[src/rtl/booth_multiplier.sv]
`default_nettype none
// ============================================================================
// Module  : booth_multiplier
// Purpose : Sequential radix-2 Booth multiplier for two's-complement operands.
//           One Booth step per clock; the result is registered and flagged by
//           a one-cycle done pulse n+1 edges after the accepting start edge.
// Ports   :
//   clk     in  1     rising-edge clock
//   rst     in  1     asynchronous active-high reset
//   start   in  1     begin a multiply (honoured only while idle)
//   a       in  n     multiplicand (signed)
//   b       in  n     multiplier (signed)
//   product out 2n    registered signed product a*b
//   busy    out 1     high in RUN and FINISH
//   done    out 1     one-cycle pulse coinciding with a product update
// Revision: 1.0 - initial release
// ============================================================================
module booth_multiplier #(
  parameter int n = 8
) (
  input  logic           clk,
  input  logic           rst,
  input  logic           start,
  input  logic [n-1:0]   a,
  input  logic [n-1:0]   b,
  output logic [2*n-1:0] product,
  output logic           busy,
  output logic           done
);

  // Counter must hold the value n itself.
  localparam int CW = $clog2(n + 1);

  typedef enum logic [1:0] {
    IDLE   = 2'd0,
    RUN    = 2'd1,
    FINISH = 2'd2
  } state_t;

  state_t           state_q, state_d;
  logic [n:0]       acc_q,   acc_d;    // A: one guard bit so -2^(n-1) cannot overflow
  logic [n:0]       m_q,     m_d;      // M: sign-extended multiplicand
  logic [n-1:0]     q_q,     q_d;      // Q: multiplier, shifts out as product bits shift in
  logic             qm1_q,   qm1_d;    // Q-1
  logic [CW-1:0]    cnt_q,   cnt_d;
  logic [2*n-1:0]   prod_q,  prod_d;
  logic             done_q,  done_d;

  // Single adder/subtractor: subtract is A + ~M + 1.
  logic             sub_mode;
  logic [n:0]       addend;
  logic [n:0]       addsub_res;
  logic [n:0]       acc_sel;

  always_comb begin
    sub_mode   = q_q[0] & ~qm1_q;                       // pair 10 -> A - M
    addend     = sub_mode ? ~m_q : m_q;
    addsub_res = acc_q + addend + {{n{1'b0}}, sub_mode};
    // Pairs 00 and 11 leave A untouched.
    acc_sel    = (q_q[0] ^ qm1_q) ? addsub_res : acc_q;
  end

  // Next-state and datapath control.
  always_comb begin
    state_d = state_q;
    acc_d   = acc_q;
    m_d     = m_q;
    q_d     = q_q;
    qm1_d   = qm1_q;
    cnt_d   = cnt_q;
    prod_d  = prod_q;
    done_d  = 1'b0;

    unique case (state_q)
      IDLE: begin
        if (start) begin
          m_d     = {a[n-1], a};
          q_d     = b;
          acc_d   = '0;
          qm1_d   = 1'b0;
          cnt_d   = CW'(n);
          state_d = RUN;
        end
      end

      RUN: begin
        // Arithmetic shift right of {A,Q,Q-1}, replicating the sign of A.
        acc_d = {acc_sel[n], acc_sel[n:1]};
        q_d   = {acc_sel[0], q_q[n-1:1]};
        qm1_d = q_q[0];
        cnt_d = cnt_q - CW'(1);
        if (cnt_q == CW'(1)) begin
          state_d = FINISH;
        end
      end

      FINISH: begin
        // Guard bit of A is a redundant sign copy at this point.
        prod_d  = {acc_q[n-1:0], q_q};
        done_d  = 1'b1;
        state_d = IDLE;
      end

      default: begin
        state_d = IDLE;
      end
    endcase
  end

  always_ff @(posedge clk or posedge rst) begin
    if (rst) begin
      state_q <= IDLE;
      acc_q   <= '0;
      m_q     <= '0;
      q_q     <= '0;
      qm1_q   <= 1'b0;
      cnt_q   <= '0;
      prod_q  <= '0;
      done_q  <= 1'b0;
    end else begin
      state_q <= state_d;
      acc_q   <= acc_d;
      m_q     <= m_d;
      q_q     <= q_d;
      qm1_q   <= qm1_d;
      cnt_q   <= cnt_d;
      prod_q  <= prod_d;
      done_q  <= done_d;
    end
  end

  assign product = prod_q;
  assign done    = done_q;
  assign busy    = (state_q != IDLE);

endmodule
`default_nettype wire

[config.mk]
export PLATFORM = sky130hd
export DESIGN_NAME = booth_multiplier
export DESIGN_NICKNAME = d
export VERILOG_FILES = /design/src/rtl/booth_multiplier.sv
export SDC_FILE = /design/constraint.sdc
export NUM_CORES = 1
export LEC_CHECK = 0
export CAP_MARGIN = 20
export CORE_MARGIN = 1
export CORE_UTILIZATION = 56
export CTS_BUF_LIST = sky130_fd_sc_hd__clkbuf_4 sky130_fd_sc_hd__clkbuf_8
export DETAILED_ROUTE_END_ITERATION = 10
export HOLD_SLACK_MARGIN = 0.02
export PLACE_DENSITY_LB_ADDON = 0.1
export SLEW_MARGIN = 20
export SYNTH_ARGS = -nofsm -noshare
export SYNTH_HDL_FRONTEND = slang
export SYNTH_SLANG_ARGS = --single-unit
export TNS_END_PERCENT = 100
[constraint.sdc]
create_clock -name clk -period 2.9 [get_ports clk]
set_input_delay 0.725 -clock clk [delete_from_list [all_inputs] [get_ports clk]]
set_output_delay 0.725 -clock clk [all_outputs]
set_load 0.05 [all_outputs]
# Yosys cells after proc, flatten, opt, wreduce, memory -nomap -nowiden
# Cells that the tools add are included.
# totals
regBits	49
inputBits	19
out_inout_bits	18
word_cells	40
# op_classes
add_sub_neg	3
eq_ne	5
mux	14
bitwise_logic	4
reduce_logical	6
# op_table
cell	n
two-way mux 9 bit	3
case mux 9 bit (2 select lines)	1
case mux 8 bit (2 select lines)	1
adder 9 x 1 -> 9 bit	1
adder 9 bit	1
NOT 9 bit	1
two-way mux 8 bit	1
case mux 4 bit (2 select lines)	1
AND reduction 2 bit	3
== test 4 x 1 -> 1 bit (second input constant)	1
two-way mux 2 bit	2
two-way mux 4 bit	1
inequality test 2 bit (second input constant)	2
case mux 2 bit (2 select lines)	1
nonzero test 2 bit	2
subtractor 4 x 1 -> 4 bit (second input constant)	1
== test 2 x 1 -> 1 bit (second input constant)	1
== test 2 bit (second input constant)	1
zero test 2 bit	1
two-way mux 1 bit	2
case mux 1 bit (2 select lines)	1
AND 1 bit	1
NOT 1 bit	1
XOR 1 bit	1

# Logic depth before layout (Yosys ltp)
# Gate-level depths: netlist of run 1.
# depth
word_depth	7
ltp_mapped	11
mapped_depth_nobuf	10

# Worst setup path after synthesis of run 1
# Ideal clock, no wire load.
# synth_path
path_type	register to register
startpoint	reg q_q[0]
endpoint	reg acc_q[7]
setup_time_ns	0.067
arrival_time_ns	2.508
t_required_ns	2.833
slack_ns	0.325
path_stages_with_launch	11
path_buffers	1
synth_period_minus_slack_ns	2.575
path_cell_list	dfrtp_1 ha_1 buf_2 mux2i_1 inv_1 fa_1 a211o_1 a311oi_2 nor2_1 a2111oi_2 a311o_1
# synth_via
elab_chain_len	6
word_cells_on_any_way	7
classes_between	add/sub: 2; mux: 3; bitwise: 2
# synth_lines
item	line	text
start, declared	43	logic [n-1:0] q_q, q_d;
start signal, assigned	124	q_q <= q_d;
AND 1 bit	56	sub_mode = q_q[0] & ~qm1_q;
two-way mux 9 bit	57	addend = sub_mode ? ~m_q : m_q;
adder 9 bit	58	addsub_res = acc_q + addend + {{n{1'b0}}, sub_mode};
adder 9 x 1 -> 9 bit	58	
two-way mux 9 bit (*)	60	acc_sel = (q_q[0] ^ qm1_q) ? addsub_res : acc_q;
case mux 9 bit (2 select lines) (*)	74	unique case (state_q)
end signal, assigned	113	acc_q <= '0;
end signal, assigned	122	acc_q <= acc_d;
end, declared	41	logic [n:0] acc_q, acc_d;
# Every way passes the cells marked *; elsewhere a longest branch is shown, timed or not.
# A chain may end at the register's enable or synchronous reset.

# Final worst setup path of run 1
# Ends and elaborated chain as after synthesis.

==> results of run 1 <==
sequential cells by signal, indices dropped and copies added (netlist names):
register  count
product      16
acc_q         8
m_q           8
q_q           8
cnt_q         4
state_q       2
done          1
qm1_q         1
cell type report:
class	instances	area, sq um	area share [%]
Clock inverter	3	46.29	1.537
Sequential cell	48	1201	39.88
Clock buffer	5	68.82	2.285
Timing Repair Buffer	45	427.9	14.21
Inverter	10	37.54	1.246
Multi-Input combinational cell	172	1167	38.76
Tap cell	50	62.56	2.077
critical path, cell delays in order (launching register included):
cell	delay (ps)
sky130_fd_sc_hd__dfrtp_1	430
sky130_fd_sc_hd__ha_1	300
sky130_fd_sc_hd__mux2i_1	250
sky130_fd_sc_hd__inv_1	90
sky130_fd_sc_hd__fa_1	430
sky130_fd_sc_hd__a211o_1	290
sky130_fd_sc_hd__a311oi_2	240
sky130_fd_sc_hd__nor2_1	110
sky130_fd_sc_hd__a2111oi_2	350
sky130_fd_sc_hd__a311o_1	160
stage by stage:
| stage | utilization, % | instances | hold slack (ps) |
|---|---|---|---|
| 2_1_floorplan | - | 243 | 457.5 |
| 3_3_place_gp | 70.39 | 325 | 467.1 |
| 3_5_place_dp | 70.39 | 325 | 476.2 |
| 4_1_cts | 73.18 | 333 | 496.3 |
| 5_1_grt | 73.18 | 333 | 519.9 |
| 6_report | 73.18 | 333 | 489.3 |
routing by layer:
layer	part of all wire (%)	track usage [%]	vias to the layer above
li1	-	-	918
met1	45	29.90	865
met2	46	39.09	69
met3	5.3	7.000	23
met4	3.5	11.72	0
met5	0	0	-
cell families after synthesis:
logic type / share of synthesized area, %
and+or+nand+nor: 15.78
AOI/OAI and AO/OA: 13.84
DFF: 48.85
buffers and inverters: 3.664
muxes: 8.041
xor gates and xnor gates: 3.918
adders and majority gates: 5.903
placed cells by master, fill, tap and decap left out, types with 3 or more instances in the layout:
cell type / n
sky130_fd_sc_hd__dfrtp_1: 48
sky130_fd_sc_hd__nand2_1: 43
sky130_fd_sc_hd__clkdlybuf4s50_1: 36
sky130_fd_sc_hd__a21oi_1: 15
sky130_fd_sc_hd__o21ai_1: 12
sky130_fd_sc_hd__ha_1: 10
sky130_fd_sc_hd__inv_1: 9
sky130_fd_sc_hd__buf_4: 9
sky130_fd_sc_hd__nor2_1: 8
sky130_fd_sc_hd__and3b_1: 8
sky130_fd_sc_hd__mux2_2: 8
sky130_fd_sc_hd__xor2_1: 7
sky130_fd_sc_hd__nand2b_1: 6
sky130_fd_sc_hd__o21ai_0: 6
sky130_fd_sc_hd__mux2_1: 6
sky130_fd_sc_hd__clkbuf_8: 5
sky130_fd_sc_hd__xnor2_1: 4
sky130_fd_sc_hd__nor3b_1: 4
sky130_fd_sc_hd__mux2i_1: 4
sky130_fd_sc_hd__nand3_1: 3
sky130_fd_sc_hd__a31oi_1: 3
worst min path at each step:
stage               cells past startpoint     endpoint  slack (ps)         from
floorplan                               1     cnt_q[3]         460     cnt_q[3]
global placement                        2  product[13]         470  product[13]
detailed placement                      2  product[13]         480  product[13]
CTS                                     2  product[13]         500  product[13]
global route                            1   product[9]         520   product[9]
finish                                  2  product[13]         490  product[13]
==> results.toml, run 1 <==
[setup_path]
startpoint_of_the_worst_setup_timing_path = "q_q[0]"
endpoint = "acc_q[7]"
critPathLaunchType = "register"
path_max_fanout = 5
ff2ff_setup_slack_ps = 190
timing.critical_path.required_ps = 3150
worstSetupPathType = "register to register"
crit-reg2reg-capture = "acc_q[7]"
worst-endpoint-arrival_ps = 2970
r2r_cells = 9
timing.critical_path.to_type = "register"
critical_path.reg2reg.startpoint = "q_q[0]"

[drt]
dr_total_vias = 1875
route.detailed.wl_per_inst_microns = 14.98
via_per_inst = 5.631
iter_0_drt_violations = 73
postRouteAntennaNets = 0
routed_wl_microns = 4988
first_pass_iters = 4
drt_drc_violations_left = 0

[cts]
clock_latency_ps = 310
tritoncts_buffer_count = 5
cts_setup_buffers = 0
cts-root-to-sink-buffers = 2
tritoncts = "done"
cts-root-buf = "sky130_fd_sc_hd__clkbuf_8"
depth_of_the_cts_h_tree = 2
cts-hold-fix-buffers = 0
cts.sink_count = 48
clkTransAtPathRegs_ps = 90
postCtsResizedCells = 0

[synth]
mappedNetlistArea_sq_um = 2459
synth_top_area_cell = "sky130_fd_sc_hd__dfrtp_1"
async_reset_ff_share_pct = 100.0
top_cells_by_area_synth = "sky130_fd_sc_hd__dfrtp_1, sky130_fd_sc_hd__nand2_1, sky130_fd_sc_hd__ha_1"
number_of_enable_flip_flop_cells_after_synthesis = 0
synth_register_bits = 48
synth_area_per_cell_sq_um = 10.12
yosysTopAreaCellShare_pct = 48.85
synth_commonest_cells = "sky130_fd_sc_hd__dfrtp_1, sky130_fd_sc_hd__nand2_1, sky130_fd_sc_hd__a21oi_1, sky130_fd_sc_hd__o21ai_1"
yosys.cell_types.count = 40
synthesis.instances = 243
synth-seq-area-share_pct = 48.85
syn-num-nets = 273
synth.yosys.warnings = 0
synth_ff_type = "sky130_fd_sc_hd__dfrtp_1"
yosys.cell_count.top_type = "sky130_fd_sc_hd__dfrtp_1"

[global_route]
vias_in_the_first_global_route = 1709
antenna_found_initial = 0
grt_max_degree = 37
globalRouteOverflowTotal = 0
gr-usage-all-layers_pct = 24.37
grt_first_pass_wirelength_microns = 7955

[layout]
layout-drive-gt1-share_pct = 9.894
final_design_area_no_fill_sq_um = 3012
diodes = 0
design.final.nets = 312
n_fill_cell = 334
synthToLayoutAreaGrowth_pct = 22.49

[die]
die_y_microns = 68.26
die_w_microns = 68.26
num_rows = 23
die_area_sq_um = 4659
initial_core_util_pct = 59.74
num_io_pins = 37
core-area_sq_um = 4115

[timing]
fin_setup_tns_ps = 0
clock-skew-final_ps = 6.590
timing.slew.headroom_pct = 38.60
max_clock_freq_ghz = 0.3684
post-route-worst-setup-slack_ps = 185.4
finalMaxSlewViolations = 0
hold_violations = 0
fin_crit_ps = 2715
min_period_over_period_pct = 93.61
grt_setup_unrepaired = "no"
setup_violations = 0
worst_slew_pin_slew_ps = 921.0

[placed_design]
dp_hpwl_microns = 3575
io_buffer_count = 36
finalWeightedCongestion = 0.9425
post-place-ws_ps = 225.6
postPlaceCellArea_sq_um = 2897

[run]
drv_cap = 0

[hold_path]
min-delay-path-class = "register to register"

[status]
run_status = "finished clean"
Power of run 1 is not shown: default switching activity piles up to over one toggle a cycle in this logic, so the estimate is an artifact.
==> run 2, diff against run 1 <==
Clock period 2.9 ns to 3.05 ns, I/O delays scaled along.
==> run 2 against run 1 <==
Effect of this change:
- global-route usage grew 0.14 points
- clock skew down 1.6 ps
- via count shrank 0.59%
- sequential share of layout area grew 0.55 points
- non-clock buffer count is 3 lower
- first-iteration DRC count increased by 18%
- setup slack gained 85 ps
- die area did not move
- cell count shrank 1.2%
- critical path depth is the same
- design area decreased by 1.4%
- flip-flop and latch count unchanged
==> results.toml, run 2 (synthesized netlist as in run 1, its figures left out) <==
[die]
num_io_pins = 37
num_rows = 23
die_w_microns = 68.26
die_y_microns = 68.26
die_area_sq_um = 4659
core-area_sq_um = 4115
initial_core_util_pct = 59.74

[drt]
drt_drc_violations_left = 0
first_pass_iters = 4
routed_wl_microns = 4909
dr_total_vias = 1864
route.detailed.wl_per_inst_microns = 14.92
iter_0_drt_violations = 86
postRouteAntennaNets = 0
via_per_inst = 5.666

[cts]
postCtsResizedCells = 0
clkTransAtPathRegs_ps = 80
cts-root-buf = "sky130_fd_sc_hd__clkbuf_8"
cts-hold-fix-buffers = 0
depth_of_the_cts_h_tree = 2
tritoncts_buffer_count = 5
cts_setup_buffers = 0
clock_latency_ps = 300
cts.sink_count = 48
cts-root-to-sink-buffers = 2
tritoncts = "done"

[global_route]
grt_max_degree = 49
grt_first_pass_wirelength_microns = 8224
grt_use_met2_pct = 41.18
globalRouteOverflowTotal = 0
grtUsageMet3_pct = 5.667
global_route.peak_usage_layer = "met2"
vias_in_the_first_global_route = 1811
antenna_found_initial = 0
gr-usage-all-layers_pct = 24.51
global_route.usage.met1_pct = 30.49

[layout]
layout-drive-gt1-share_pct = 8.602
final_core_util_pct = 72.18
diodes = 0
n_fill_cell = 307
design.final.nets = 309
multiInputGateArea_sq_um = 1167
layout.area.seq_sq_um = 1201
synthToLayoutAreaGrowth_pct = 20.81
most_common_cell_after_layout_fill_and_taps_aside = "sky130_fd_sc_hd__dfrtp_1"
largest_register_ffs = 16
mostFrequentLayoutCells = "sky130_fd_sc_hd__dfrtp_1, sky130_fd_sc_hd__nand2_1, sky130_fd_sc_hd__clkdlybuf4s50_1, sky130_fd_sc_hd__a21oi_1, sky130_fd_sc_hd__o21ai_1"

[setup_path]
timing.critical_path.to_type = "register"
critPathLaunchType = "register"
timing.critical_path.required_ps = 3290
worstSetupPathType = "register to register"
ff2ff_setup_slack_ps = 270
worst-endpoint-arrival_ps = 3020
cpPeakStageDelay_ps = 420
critPathSlowestCell = "sky130_fd_sc_hd__dfrtp_1"
path_max_fanout = 8
cp_cell_sequence = "ha_1, mux2i_1, inv_1, fa_1, a211o_1, a311oi_2, nor2_1, a2111oi_2, a311o_1"

[timing]
grt_setup_unrepaired = "no"
fin_setup_tns_ps = 0
clock-skew-final_ps = 4.941
holdWs_ps = 487.1
fin_crit_ps = 2779
finalMaxSlewViolations = 0
setup_violations = 0
timing.slew.headroom_pct = 60.08
max_clock_freq_ghz = 0.3598
hold_violations = 0
worst_slew_pin_slew_ps = 598.8
min_period_over_period_pct = 91.12

[placed_design]
io_buffer_count = 36
dp_hpwl_microns = 3675
finalWeightedCongestion = 0.8775

[run]
drv_cap = 0

[status]
run_status = "finished clean"

[hold_path]
min-delay-path-class = "register to register"
==> run 2: worst max-delay path, delay by kind of cell, from the launching register on <==
kind,cells,cell delay (ps)
compound gates,4,1040
fa+ha+maj,2,770
flops,1,420
mux,1,280
simple gates,1,110
buf+inv,1,100
==> run 2: per-stage QoR <==
stage	cell area [sq um]	instances	setup slack, ps
after floorplan	2459	243	475.0
final	2970	329	270.8
after detailed placement	2874	322	273.5
after CTS	2970	329	258.3
after global placement	2874	322	377.8
after global routing	2970	329	87.97
==> run 2: final timing paths <==
kind	from	to	depth (start not counted)
min	product[13]	product[13]	2
min in group asynchronous	rst	product[12]	3
max in group asynchronous	rst	m_q[3]	3
max	q_q[0]	acc_q[7]	9
min reg2reg	product[13]	product[13]	2
max reg2reg	q_q[0]	acc_q[7]	9
==> run 2: layer usage <==
layer  share of wire, %  up-vias
li1                   -      913
met1                 46      899
met2                 49       46
met3                3.8        6
met4                1.4        0
met5                  0        -
==> run 2: area by class of cell <==
cell class / count / area share, %
Inverter: 10 / 1.264
Sequential cell: 48 / 40.44
Clock buffer: 7 / 3.243
Tap cell: 50 / 2.106
Multi-Input combinational cell: 172 / 39.30
Timing Repair Buffer: 42 / 13.65
Power of run 2 is left out for the same reason.
==> run 3, diff against run 2 <==
Settings changed: PLACE_DENSITY set to 0.91, PLACE_DENSITY_LB_ADDON 0.1 to unset.
==> run 3 against run 2 <==
Effect of this change:
- setup slack lost 7.9 ps
- non-clock buffer count shrank 1
- cell count is the same
==> results.toml, run 3 (synthesized netlist as in run 1, its figures left out) <==
[status]
run_status = "finished clean"

[global_route]
grt_first_pass_wirelength_microns = 8197
grt_max_degree = 49
globalRouteOverflowTotal = 0
antenna_found_initial = 0
gr-usage-all-layers_pct = 24.18
vias_in_the_first_global_route = 1767

[drt]
postRouteAntennaNets = 0
iter_0_drt_violations = 93
via_per_inst = 5.605
first_pass_iters = 4
drt_drc_violations_left = 0
routed_wl_microns = 4783
dr_total_vias = 1844
route.detailed.wl_per_inst_microns = 14.54

[hold_path]
min-delay-path-class = "register to register"

[timing]
worst_slew_pin_slew_ps = 869.2
hold_violations = 0
timing.slew.headroom_pct = 42.05
fin_setup_tns_ps = 0
max_clock_freq_ghz = 0.3588
clock-skew-final_ps = 3.413
grt_setup_unrepaired = "no"
min_period_over_period_pct = 91.38
fin_crit_ps = 2787
setup_violations = 0
post-route-worst-setup-slack_ps = 262.9
holdWs_ps = 497.8
finalMaxSlewViolations = 0

[setup_path]
critPathSlowestCell = "sky130_fd_sc_hd__fa_1"
startpoint_of_the_worst_setup_timing_path = "q_q[0]"
ff2ff_setup_slack_ps = 260
crit-reg2reg-capture = "acc_q[7]"
critical_path.reg2reg.startpoint = "q_q[0]"
worstSetupPathType = "register to register"
endpoint = "acc_q[7]"
cp_cell_sequence = "ha_1, mux2i_1, inv_1, fa_1, a211o_1, a311oi_2, nor2_1, a2111oi_2, a311o_1"
r2r_cells = 9
critPathLaunchType = "register"
timing.critical_path.to_type = "register"
worst-endpoint-arrival_ps = 3030
cpPeakStageDelay_ps = 430
timing.critical_path.required_ps = 3290
path_max_fanout = 8

[cts]
cts-root-to-sink-buffers = 2
postCtsResizedCells = 0
clkTransAtPathRegs_ps = 90
tritoncts = "done"
cts_setup_buffers = 0
depth_of_the_cts_h_tree = 2
clock_latency_ps = 300
tritoncts_buffer_count = 5
cts-root-buf = "sky130_fd_sc_hd__clkbuf_8"
cts.sink_count = 48
cts-hold-fix-buffers = 0

[die]
die_y_microns = 68.26
die_w_microns = 68.26
num_rows = 23
initial_core_util_pct = 59.74
core-area_sq_um = 4115
num_io_pins = 37
die_area_sq_um = 4659

[placed_design]
io_buffer_count = 36
post-place-ws_ps = 284.4
dp_hpwl_microns = 3488
finalWeightedCongestion = 0.8770
postPlaceCellArea_sq_um = 2867

[layout]
synthToLayoutAreaGrowth_pct = 21.12
layout-drive-gt1-share_pct = 8.602
most_common_cell_after_layout_fill_and_taps_aside = "sky130_fd_sc_hd__dfrtp_1"
largest_register_ffs = 16
n_fill_cell = 314
design.final.nets = 308
final_design_area_no_fill_sq_um = 2978
diodes = 0
mostFrequentLayoutCells = "sky130_fd_sc_hd__dfrtp_1, sky130_fd_sc_hd__nand2_1, sky130_fd_sc_hd__clkdlybuf4s50_1, sky130_fd_sc_hd__a21oi_1, sky130_fd_sc_hd__o21ai_1"

[run]
drv_cap = 0
run 3: layout make-up:
class,count,area (sq um),area share (%)
inverter,10,37.54,1.261
sequential,48,1201,40.34
clock buffer,5,68.82,2.311
timing repair buffer,41,397.9,13.36
multi-input combinational,172,1167,39.20
clock inverter,3,42.54,1.429
tap,50,62.56,2.101
run 3: critical path, delay by kind of cell (launching register included):
family	cells	cell delay, ps
AO/OA/AOI/OAI	4	1050
adder cells (fa/ha/maj)	2	790
flip-flops	1	420
multiplexers	1	270
AND/OR/NAND/NOR	1	120
buffers and inverters	1	90
run 3: worst min path at each step:
stage	start	endpoint	slack (ps)	cells after the start
floorplan	cnt_q[3]	cnt_q[3]	460	1
global placement	product[12]	product[12]	470	2
detailed placement	product[9]	product[9]	490	1
CTS	product[9]	product[9]	500	1
global route	product[10]	product[10]	520	1
finish	product[1]	product[1]	500	1
run 3: routing by layer:
metal	GRT usage, %	wire length (microns)
met5	0	0
met2	37.87	2284
met3	5.333	244
met1	32.83	2187
met4	8.594	66
run 3: metrics by stage:
stage | utilization, % | cells
detailed placement | 69.66 | 321
global placement | 69.66 | 321
global route | 72.36 | 329
CTS | 72.36 | 329
finish | 72.36 | 329
floorplan | - | 243
Power of run 3 is left out for the same reason.
==> edit 1: new RTL, settings of run 3 <==
Reset style: synchronous (`rst`), changed in one clocked block. Comments in the files are not updated.
--- a/src/rtl/booth_multiplier.sv
+++ b/src/rtl/booth_multiplier.sv
@@ -109,3 +109,3 @@
 
-  always_ff @(posedge clk or posedge rst) begin
+  always_ff @(posedge clk) begin
     if (rst) begin
Function: differs if rst is asserted again (counterexample within 4 cycles, from zero or initial values and one cycle with rst high); with rst held inactive, the same outputs for 10 cycles.
==> edit 1 against run 3 <==
Sequential cell count is the same. Synthesized area shrank 3.8%. Critical path depth shrank 6. Design area shrank 4.0%. First-iteration DRC count grew to 2.9 times the old value. Setup slack gained 0.063 ns. Utilization shrank 1.4 points. Synthesized cell count grew 26%. Wire length grew 9.6%.
==> edit 1: results (changes against run 3) <==
[detailed_routing]
initialDrtViolationCount=272  ; +190%
detail_route.wirelength_mm=5.242  ; +9.6%
via_per_inst=5.671  ; +1.2%
routed-wl-met3_um=301  ; +23%
wl_met2_mm=2.476  ; +8.4%
wirelength_met1_mm=2.360  ; +7.9%

[worst_setup_path]
worst_path_largest_cell_delay_ns=0.79  ; +0.36 ns
cp_data_arrival_time_ns=1.96  ; -1.07 ns
rrSetupSlack_ns=0.50  ; +0.24 ns
ff2ff_path_depth=7  ; -2
crit_slowest_cell=sky130_fd_sc_hd__clkdlybuf4s50_1
crit_fanout=18  ; +10
worst_r2r_endpoint=acc_q[7]
critical_path.reg2reg.startpoint=q_q[0]

[yosys]
ys_top_cells_by_count=sky130_fd_sc_hd__nand2_1 (55), sky130_fd_sc_hd__dfxtp_1 (48), sky130_fd_sc_hd__a21oi_1 (44)
synth-adder-area-share=0.06134  ; +0.002310
mappedNetlistNets=335  ; +23%
netlist_top_cells_area=sky130_fd_sc_hd__dfxtp_1 (41%), sky130_fd_sc_hd__a21oi_1 (9.3%), sky130_fd_sc_hd__nand2_1 (8.7%)
synth_enable_flop_cells=0  ; unchanged
synthDistinctLibCells=38  ; -5.0%
fraction_of_synthesized_cell_area_in_xor_and_xnor_cells=0.04072  ; +0.001533
synth_compound_area_frac=0.1846  ; +0.04614
async_reset_ff_frac=0  ; -1.000
ys_seq_area_frac=0.4061  ; -0.08242
post_synth_mux_area_share=0.008990  ; -0.07142
synth.yosys.warnings=0  ; unchanged

[timing]
finalHoldWorstSlack_ns=0.4552  ; -0.04263 ns
max_slew.worst_pin.slew_ns=0.8520  ; -0.01723 ns
max_clock_skew_ns=0.01124  ; +0.007825 ns

[final_layout]
multi_input_area_share=0.4553  ; +0.06333
finish.net_count=365  ; +19%
ff_latch_area_sq_um=960.9  ; -20%
nonClkBufAreaFrac=0.1445  ; +0.01087
layout.filler_cells=338  ; +7.6%
postLayoutCoreUtil=0.7093  ; -0.01431
clock_buffer_count=6  ; +1
multi_input_cells=231  ; +34%
layout-drive-gt1-share=0.05060  ; -0.03543
layout.non_clock_buffers=43  ; +4.9%
clockNetworkAreaShare=0.03415  ; -0.003244
design.seq.count=48  ; unchanged

[placement]
dp_cells=378  ; +18%
post_dp_cell_area_sq_um=2760  ; -3.7%
dpl_worst_slack_ns=0.5349  ; +0.2505 ns
place_congestion=0.8553  ; -2.5%
detailed_place_hpwl_mm=3.672  ; +5.3%

[grt]
maximum_number_of_pins_on_one_net_before_global_route_repair=38  ; -22%
grtUsageTotal=0.2556  ; +0.01373
grt_pass1_wl_mm=8.604  ; +5.0%
grtUsageMet2=0.4025  ; +0.02382
gr-usage-met3=0.04966  ; -0.003676
grt_use_met1=0.3413  ; +0.01301

[hold_path]
min_delay_worst_endpoint=product[11]
timing.hold.worst.start=product[11]
min_delay_path_depth=2  ; +1

[run_status]
run_status=complete, no violations

[die]
floorplan.die_area_sq_um=4489  ; -3.7%

[clock_tree]
cts.root.buffer_cell=sky130_fd_sc_hd__clkbuf_8

==> edit 1: cell families (layout without fill, tap and decap cells) <==
family / count (synthesis) / after routing
buffers and inverters: 26 / 57
XOR/XNOR: 11 / 11
AO/OA/AOI/OAI: 74 / 74
flip-flops: 48 / 48
adder cells (fa/ha/maj): 11 / 11
AND/OR/NAND/NOR: 133 / 133
multiplexers: 2 / 2
==> edit 1: worst max path at each step <==
stage	from	cells past startpoint	slack, ns	endpoint
final	state_q[1]	3	0.33	busy
after floorplan	qm1_q	9	0.73	acc_q[7]
after global placement	qm1_q	8	0.59	acc_q[7]
after detailed placement	q_q[0]	7	0.53	acc_q[7]
after global routing	state_q[1]	3	0.22	busy
after CTS	state_q[1]	3	0.32	busy
==> edit 1: critical path: cells and delay by family, from the launching register on <==
family / cells / cell delay [ns]
simple gates: 1 / 0.13
flops: 1 / 0.66
buf+inv: 2 / 0.86
==> edit 2: new RTL, settings of run 3 <==
Without the edit above. Change the parameter `n` from 8 to 4.
--- a/src/rtl/booth_multiplier.sv
+++ b/src/rtl/booth_multiplier.sv
@@ -18,3 +18,3 @@
 module booth_multiplier #(
-  parameter int n = 8
+  parameter int n = 4
 ) (
Interface: changed (resized a, b and product); port bits go from 37 to 21. No check against the original RTL was run, so the function may have changed too.
==> edit 2 against run 3 <==
Sequential cell count decreased by 21. Critical path type is now register to output pin. Cell count decreased by 48%. Synthesized area decreased by 46%. Setup slack improved by 0.061 ns. Worst hold slack improved by 0.00090 ns. Design area decreased by 47%. Wire length decreased by 48%. Count of clock-buffer cells in the layout decreased by 1.
==> edit 2: results (changes against run 3) <==
[clock_tree]
cts.root.buffer_cell=sky130_fd_sc_hd__clkbuf_4
worst_skew_pair.late_latency_ns=0.33  ; +0.03 ns
htree_num_levels=1  ; -1
clkSlewWorstSetupHoldPaths_ns=0.14  ; +0.05 ns
cts.repair.resized=0  ; unchanged
cts_post_setup_buffers_inserted=0  ; unchanged
tritoncts_buffers=3  ; -2

[final_layout]
layout-drive-gt1-share=0.1329  ; +0.04685
largest_register_ffs=8  ; -8
antenna_cells=0  ; unchanged
finish.net_count=163  ; -47%

[detailed_routing]
via_per_inst=5.596  ; -0.15%
vias=957  ; -48%
initialDrtViolationCount=25  ; -73%
route.detailed.wl_per_inst_um=14.50  ; -0.24%
firstDrtPassIters=4  ; unchanged

[timing]
max_slew_margin=0.4480  ; +0.02751
max_clock_skew_ns=0.003479  ; +0.00006650 ns

[yosys]
syn-mean-instance-area_sq_um=10.96  ; +8.4%
synth_flop_cell=sky130_fd_sc_hd__dfrtp_1
ys_seq_area_frac=0.5051  ; +0.01660
synthDistinctLibCells=30  ; -25%
mappedNetlistNets=141  ; -48%
synth-adder-area-share=0.08045  ; +0.02142
post_synth_mux_area_share=0.09448  ; +0.01407
netlist_top_cells_area=sky130_fd_sc_hd__dfrtp_1 (51%), sky130_fd_sc_hd__mux2_2 (8.4%), sky130_fd_sc_hd__ha_1 (6.5%)
synth_compound_area_frac=0.1328  ; -0.005588
synth.yosys.warnings=0  ; unchanged
ys_top_cells_by_count=sky130_fd_sc_hd__dfrtp_1 (27), sky130_fd_sc_hd__inv_1 (12), sky130_fd_sc_hd__nand2_1 (11)
fraction_of_synthesized_cell_area_in_xor_and_xnor_cells=0.03929  ; +0.0001033

[placement]
portBuffers=20  ; -44%
place_congestion=0.8352  ; -4.8%
detailed_place_hpwl_mm=1.905  ; -45%
dpl_worst_slack_ns=0.6957  ; +0.4114 ns
dp_cells=167  ; -48%

[grt]
number_of_global_route_vias_before_repair=924  ; -48%
grtUsageTotal=0.2138  ; -0.02800
maximum_number_of_pins_on_one_net_before_global_route_repair=28  ; -43%
grt_antenna_before_repair=0  ; unchanged
grt_pass1_wl_mm=3.988  ; -51%

[worst_setup_path]
crit_fanout=13  ; +5
path_delay_family=buffers and inverters
crit_slowest_cell=sky130_fd_sc_hd__clkdlybuf4s50_1
cp_data_arrival_time_ns=1.96  ; -1.07 ns
end_kind=output pin
worst_path_largest_cell_delay_ns=0.71  ; +0.28 ns

[run_status]
run_status=complete, no violations

[pwr]
vdd_drop_max_uv=740.5
leakagePower_nw=0.7354

[hold_path]
min-delay-path-class=register to register

edit 2: changes by cell type in the layout (fill, tap and decap cells not counted), moves of 5 or more:
cell / before / now
sky130_fd_sc_hd__dfrtp_1: 48 / 27
sky130_fd_sc_hd__clkdlybuf4s50_1: 36 / 20
sky130_fd_sc_hd__clkbuf_8: 5 / 0
sky130_fd_sc_hd__a21oi_1: 15 / 9
sky130_fd_sc_hd__o21ai_1: 12 / 0
sky130_fd_sc_hd__nor2_1: 8 / 2
sky130_fd_sc_hd__mux2_1: 6 / 0
sky130_fd_sc_hd__and3b_1: 8 / 0
sky130_fd_sc_hd__nand2_1: 43 / 11
edit 2: worst paths after layout:
path,start,to,slack (ns),cells past startpoint
hold / removal,product[5],product[5],0.50,2
max in group asynchronous,rst,product[4],2.04,3
hold reg to reg,product[5],product[5],0.50,2
setup reg to reg,q_q[0],acc_q[3],0.86,6
setup / recovery,state_q[0],busy,0.32,2
min in group asynchronous,rst,product[2],0.77,3
edit 2: stage by stage:
stage	utilization	hold slack (ns)	area (sq um)
floorplan	-	0.4498	1338
global placement	0.6992	0.4651	1562
detailed placement	0.6992	0.4742	1562
CTS	0.7126	0.5059	1592
global route	0.7126	0.5416	1592
finish	0.7126	0.4987	1592
edit 2: per-layer routing:
layer	wire length [um]	track usage	vias up
li1	-	-	462
met1	1065	0.2520	467
met2	1301	0.3933	24
met3	89	0.03571	4
met5	0	0	-
met4	23	0.06944	0
edit 2: power breakdown:
part	total (W)	switching, W	internal, W
Clock	0.000163	0.000103	0.0000602
Sequential	0.000645	0.000135	0.000510
Combinational	0.00100	0.000573	0.000431
Total	0.00181	0.000811	0.00100
edit 2: area by class of cell:
| cell class | instances | area, sq um |
|---|---|---|
| Sequential cell | 27 | 675.6 |
| Tap cell | 28 | 35.03 |
| Inverter | 12 | 45.04 |
| Multi-Input combinational cell | 79 | 598.1 |
| Timing Repair Buffer | 21 | 207.7 |
| Fill cell | 174 | 641.9 |
| Clock buffer | 4 | 30.03 |
edit 2: kinds of logic after synthesis:
family,Yosys count
buffers and inverters,16
DFF,27
muxes,11
AOI/OAI and AO/OA,29
xor gates and xnor gates,6
and+or+nand+nor,25
adders and majority gates,8
edit 2: worst min-delay path: stages, from the launching register on:
cell and delay, ns:
sky130_fd_sc_hd__dfrtp_1 0.37, sky130_fd_sc_hd__nand2_1 0.05, sky130_fd_sc_hd__o21ai_0 0.06
